<file path="src/rtl/decimal_input_reader.sv">
// decimal_input_reader
// Reads a BCD value from the board switches when the operator presses the
// confirm key. The value is converted to binary one digit per cycle and is
// returned to the processor's IN instruction. The processor is stalled through
// 'busy' until the result is ready.
module decimal_input_reader #(
    parameter int DIGITS          = 5,
    parameter int WIDTH           = 32,
    parameter int DEBOUNCE_CYCLES = 16
) (
    input  logic                  clk,
    input  logic                  rst_n,
    input  logic [4*DIGITS-1:0]   digits_in,
    input  logic                  confirm_n,
    input  logic                  read_req,
    output logic [WIDTH-1:0]      data_out,
    output logic                  data_valid,
    output logic                  busy,
    output logic                  digit_error,
    output logic                  waiting
);

    localparam int IDXW = (DIGITS > 1) ? $clog2(DIGITS) : 1;
    localparam int DBW  = $clog2(DEBOUNCE_CYCLES + 1);

    typedef enum logic [2:0] {
        IDLE,
        WAIT_PRESS,
        CONVERT,
        DONE,
        WAIT_RELEASE
    } state_t;

    state_t              state;
    logic                sync_q1;
    logic                sync_q2;
    logic [DBW-1:0]      db_count;
    logic                key_pressed;
    logic                key_prev;
    logic                key_rise;
    logic [4*DIGITS-1:0] digits_lat;
    logic [WIDTH-1:0]    acc;
    logic [IDXW-1:0]     idx;
    logic                err;
    logic [3:0]          cur_digit;
    logic [WIDTH-1:0]    acc_next;
    logic                err_next;

    // The stall drops in the same cycle that the result is presented.
    assign busy = read_req & ~data_valid;

    // The latched digits are shifted left each cycle, so the digit being
    // converted is always the top nibble. The conversion order is MSD first.
    assign cur_digit = digits_lat[4*DIGITS-1 -: 4];
    assign acc_next  = (acc << 3) + (acc << 1) + WIDTH'(cur_digit);
    assign err_next  = err | (cur_digit > 4'd9);
    assign key_rise  = key_pressed & ~key_prev;

    // Two-flop synchronizer for the asynchronous key. At reset it reads as released.
    always_ff @(posedge clk or negedge rst_n) begin
        if (!rst_n) begin
            sync_q1 <= 1'b1;
            sync_q2 <= 1'b1;
        end else begin
            sync_q1 <= confirm_n;
            sync_q2 <= sync_q1;
        end
    end

    // Debounce: the key changes state only after DEBOUNCE_CYCLES consecutive opposite samples.
    always_ff @(posedge clk or negedge rst_n) begin
        if (!rst_n) begin
            db_count    <= '0;
            key_pressed <= 1'b0;
            key_prev    <= 1'b0;
        end else begin
            key_prev <= key_pressed;
            if (~sync_q2 != key_pressed) begin
                if (db_count == DBW'(DEBOUNCE_CYCLES - 1)) begin
                    key_pressed <= ~sync_q2;
                    db_count    <= '0;
                end else begin
                    db_count <= db_count + DBW'(1);
                end
            end else begin
                db_count <= '0;
            end
        end
    end

    // Request/confirm/convert sequencer with registered outputs. The result is
    // loaded on the last conversion step, so it is visible during DONE.
    always_ff @(posedge clk or negedge rst_n) begin
        if (!rst_n) begin
            state       <= IDLE;
            data_out    <= '0;
            data_valid  <= 1'b0;
            digit_error <= 1'b0;
            waiting     <= 1'b0;
            digits_lat  <= '0;
            acc         <= '0;
            idx         <= '0;
            err         <= 1'b0;
        end else begin
            data_valid <= 1'b0;
            case (state)
                IDLE: begin
                    if (read_req) begin
                        if (key_pressed) begin
                            state <= WAIT_RELEASE;
                        end else begin
                            state   <= WAIT_PRESS;
                            waiting <= 1'b1;
                        end
                    end
                end
                WAIT_PRESS: begin
                    if (!read_req) begin
                        state   <= IDLE;
                        waiting <= 1'b0;
                    end else if (key_rise) begin
                        digits_lat <= digits_in;
                        acc        <= '0;
                        idx        <= IDXW'(DIGITS - 1);
                        err        <= 1'b0;
                        waiting    <= 1'b0;
                        state      <= CONVERT;
                    end
                end
                CONVERT: begin
                    acc        <= acc_next;
                    err        <= err_next;
                    digits_lat <= digits_lat << 4;
                    if (idx == '0) begin
                        data_out    <= err_next ? '0 : acc_next;
                        digit_error <= err_next;
                        data_valid  <= 1'b1;
                        state       <= DONE;
                    end else begin
                        idx <= idx - IDXW'(1);
                    end
                end
                DONE: begin
                    state <= WAIT_RELEASE;
                end
                WAIT_RELEASE: begin
                    if (!key_pressed) begin
                        state <= IDLE;
                    end
                end
                default: begin
                    state <= IDLE;
                end
            endcase
        end
    end

endmodule

</file>
<file path="config.mk">
export PLATFORM = sky130hd
export DESIGN_NAME = decimal_input_reader
export DESIGN_NICKNAME = d
export VERILOG_FILES = /design/src/rtl/decimal_input_reader.sv
export SDC_FILE = /design/constraint.sdc
export NUM_CORES = 1
export LEC_CHECK = 0
export ABC_AREA = 1
export BUFFER_PORTS_ARGS = -buffer_cell sky130_fd_sc_hd__buf_2
export CELL_PAD_IN_SITES_DETAIL_PLACEMENT = 2
export CELL_PAD_IN_SITES_GLOBAL_PLACEMENT = 2
export CORE_ASPECT_RATIO = 1.4
export CORE_MARGIN = 4
export CORE_UTILIZATION = 35
export CTS_CLUSTER_SIZE = 24
export DETAILED_ROUTE_END_ITERATION = 7
export MAX_ROUTING_LAYER = met4
export PLACE_DENSITY_LB_ADDON = 0.15
export SLEW_MARGIN = 30
export SYNTH_ARGS = -nofsm -noshare
export SYNTH_HDL_FRONTEND = slang
export SYNTH_SLANG_ARGS = --single-unit
</file>
<file path="constraint.sdc">
create_clock -name clk -period 2.61 [get_ports clk]
set_input_delay 0.3915 -clock clk [delete_from_list [all_inputs] [get_ports clk]]
set_output_delay 0.3915 -clock clk [all_outputs]
set_load 0.03 [all_outputs]
</file>
==> results.ini <==
[placed_design]
finalWeightedCongestion=0.8575
place.port_buffers=59
dp_hpwl_um=17170
dp.cells=1210

[logic_synthesis]
yosys_register_bits=102
netlist_instances=916
yosysSeqAreaShare=0.3848
synth_nets=1003
synth_area_per_cell_sq_um=7.248
synth_cell_type_count=35
netlist_area_sq_mm=0.006639
yosysWarnings=0

[power_and_ir_drop]
p_sw_mw=2.584
pwr-share-seq=0.286
p_comb_frac=0.455
ir_drop_mv=0.3034
p_int_mw=3.224
p_sw_frac=0.4449
leakagePower_nw=4.347
power.share.clock=0.259
p_total_mw=5.808
p_per_area_mw_per_mm2=754.9

[grt]
grt.met3_usage=0.02780
grtUsageTotal=0.2259
grt_use_met2=0.4313
grt_remaining_overflow=0
grt_pass1_wl_um=37390
met1_usage=0.2439
grt_max_degree=50
grt_pass1_vias=7185
top_usage_layer=met2
antenna_found_initial=0

[outcome]
status=finished clean

[worst_hold_path]
hp-class=input port to flop

[route]
drt_iter0_markers=123
routed_via_density=5.115
routedWlPerCell_um=18.89
totalWireLength_um=23240
vias=6291
antenna_left=0
drc=0
dr.pass1.iters=4

[finish]
final_cells=1230
nNetsFinal=1068
area_delta_synth_final_pct=15.89
drive_gt1_frac=0.1359
diodes=0
nFillCells=2276

[critical_path]
path_buf_inv=2
cp.required_ns=2.85
endpoint_kind=flop
path_max_fanout=6
cpMostUsedCell=nand2_1
critPathArrivalTime_ns=2.77
crit_path_top_delay_cell=xnor2_1
max_stage_delay_ns=0.39
cp_top_family=adder cells
start_kind=flop
path_cells=inv_2 > fa_2 > inv_1 > ha_1 > nand2_1 > nand2_1 > nand2_1 > nand2_1 > nand2_1 > nand3_2 > xnor2_1 > o21ai_0
crit_type=flop to flop

[sta]
slew_headroom=0.5369
setup-violations-final=0
worstMarginPinSlew_ns=0.6936
fmax_mhz=394.1
finClkSkew_ns=0.01150
finalCritPeriodShare=0.9723
hold_viol_final=0
slew_violations=0
final.min_clock_period_ns=2.538

[clocking]
clock_latency_ns=0.37
cts_buffers=9
root_buffer=clkbuf_16
clk_pin_slew_ns=0.08
cts_max_level=3
clock_sinks=102
cts_max_path_buffers=2
cts_tree=yes

[die]
fp.coreArea_sq_mm=0.01860
dieArea_sq_mm=0.02127
die_x_um=124.4
rows=59
io_pins=60
die_y_um=171.0
initial_utilization=0.3569

[flow_run]
maxCapViolations=0

[area by class of cell]
type,count,area [sq um],share of cell area
clock buffers,10,239.0,0.03106
clock inverters,6,77.57,0.01008
inverters,141,531.8,0.06912
multi-input cells,653,3560,0.4627
flip-flops and latches,102,2555,0.3321
well taps,244,305.3,0.03968
repair buffers,74,425.4,0.05529
[flip-flops by register name (all words and copies together), names as in the netlist]
signal and cells:
key_prev 1, data_out 32, idx 3, err 1, data_valid 1, acc 31
digits_lat 20, sync_q1 1, key_pressed 1, digit_error 1, waiting 1, db_count 5
sync_q2 1, state 3
[worst reg2reg max path, delay by kind of cell (launching register included)]
kind | cells | cell delay (ns)
compound gates | 1 | 0.13
simple gates | 6 | 0.65
xor+xnor | 1 | 0.39
fa+ha+maj | 2 | 0.71
buf+inv | 2 | 0.15
flops | 1 | 0.37
[cells in the mapped netlist]
cell	instances	area share
a21o_1	1	0.0011
a21oi_1	26	0.020
a22oi_1	1	0.0011
a31oi_1	1	0.00094
and3_1	1	0.00094
buf_2	10	0.0075
buf_4	3	0.0034
buf_6	1	0.0017
clkbuf_1	6	0.0034
dfrtp_1	100	0.38
dfstp_2	2	0.0079
fa_1	2	0.0060
ha_1	61	0.11
inv_1	137	0.077
inv_2	3	0.0017
inv_4	1	0.00094
nand2_1	328	0.19
nand2_2	3	0.0028
nand3_1	72	0.054
nand3b_1	5	0.0057
nand4_1	4	0.0038
nor2_1	50	0.028
nor2_2	2	0.0019
nor3_1	2	0.0015
nor3_4	1	0.0025
o211ai_1	16	0.018
o21ai_0	20	0.015
o21ai_1	31	0.023
o21ai_2	1	0.0013
o21bai_1	4	0.0045
o21bai_2	1	0.0017
o22ai_1	3	0.0028
or2_2	3	0.0028
xnor2_1	9	0.012
xor2_1	5	0.0066
[layer usage]
metal,up-vias,wire [um]
met5,-,0
met4,0,498
met3,33,508
met2,77,12920
met1,3162,9313
li1,3019,-
[kinds of logic (layout without fill, tap and decap cells)]
kind of cell | count (synthesis) | after routing | share of synthesized area
AND/OR/NAND/NOR | 471 | 471 | 0.2899
buffers and inverters | 161 | 231 | 0.09612
AO/OA/AOI/OAI | 105 | 105 | 0.08971
flip-flops | 102 | 102 | 0.3848
adder cells (fa/ha/maj) | 63 | 63 | 0.1210
XOR/XNOR | 14 | 14 | 0.01847
[per-stage QoR]
stage	instance area, sq um	hold slack [ns]	setup slack [ns]	util	setup TNS (ns)
floorplan	6639	0.09591	0.3962	-	0
global placement	7231	0.3465	0.03952	0.3887	0
finish	7694	0.1369	0.07239	0.4136	0
detailed placement	7231	0.3487	-0.07282	0.3887	-0.2367
global route	7694	0.1275	-0.06474	0.4136	-0.2245
CTS	7582	0.1269	0.001485	0.4076	0
[repair_timing]
action,CTS,global route
hold endpoints to repair,1,0
gates resized for setup,5,24
setup buffers,0,3
endpoints found under the setup margin,16,41
pin swaps,1,2
hold buffers,1,0
[placed cells by master (no fill, tap or decap), types with 2 or more instances in the layout]
| cell type | n |
|---|---|
| o21bai_1 | 4 |
| o21ai_1 | 31 |
| inv_8 | 2 |
| or2_2 | 3 |
| xnor2_1 | 8 |
| fa_2 | 2 |
| o21ai_0 | 20 |
| nand2_2 | 7 |
| nor2_1 | 46 |
| nor2_2 | 6 |
| a21oi_1 | 25 |
| nand3_1 | 62 |
| nor3_1 | 2 |
| nand3b_1 | 5 |
| o211ai_1 | 16 |
| clkinv_4 | 2 |
| xor2_1 | 4 |
| nand4_1 | 4 |
| dfstp_2 | 2 |
| ha_1 | 60 |
| dfrtp_1 | 100 |
| nand3_2 | 9 |
| clkbuf_16 | 9 |
| inv_2 | 7 |
| buf_2 | 58 |
| o22ai_1 | 3 |
| buf_4 | 14 |
| nand2_1 | 324 |
| inv_1 | 133 |
[path summary, 6_finish.rpt]
kind	end	startpoint	cells past startpoint	slack [ns]
max	acc[11]$_DFFE_PN0P_	acc[0]$_DFFE_PN0P_	12	0.07
min	sync_q1$_DFF_PN1_	confirm_n	1	0.14
max reg2reg	acc[11]$_DFFE_PN0P_	acc[0]$_DFFE_PN0P_	12	0.07
min reg2reg	sync_q2$_DFF_PN1_	sync_q1$_DFF_PN1_	0	0.36
max in group asynchronous	sync_q2$_DFF_PN1_	rst_n	3	1.37
min in group asynchronous	data_out[12]$_DFFE_PN0P_	rst_n	2	0.53
[power by group through the flow]
| stage | Sequential, mW | Combinational, mW | Clock [mW] |
|---|---|---|---|
| finish | 1.66 | 2.64 | 1.50 |
| global route | 1.67 | 2.98 | 1.62 |
| CTS | 1.66 | 2.54 | 1.55 |
| global placement | 1.69 | 2.37 | 0 |
| detailed placement | 1.69 | 2.46 | 0 |
| floorplan | 1.70 | 1.69 | 0 |
(Power assumes the default switching activity.)
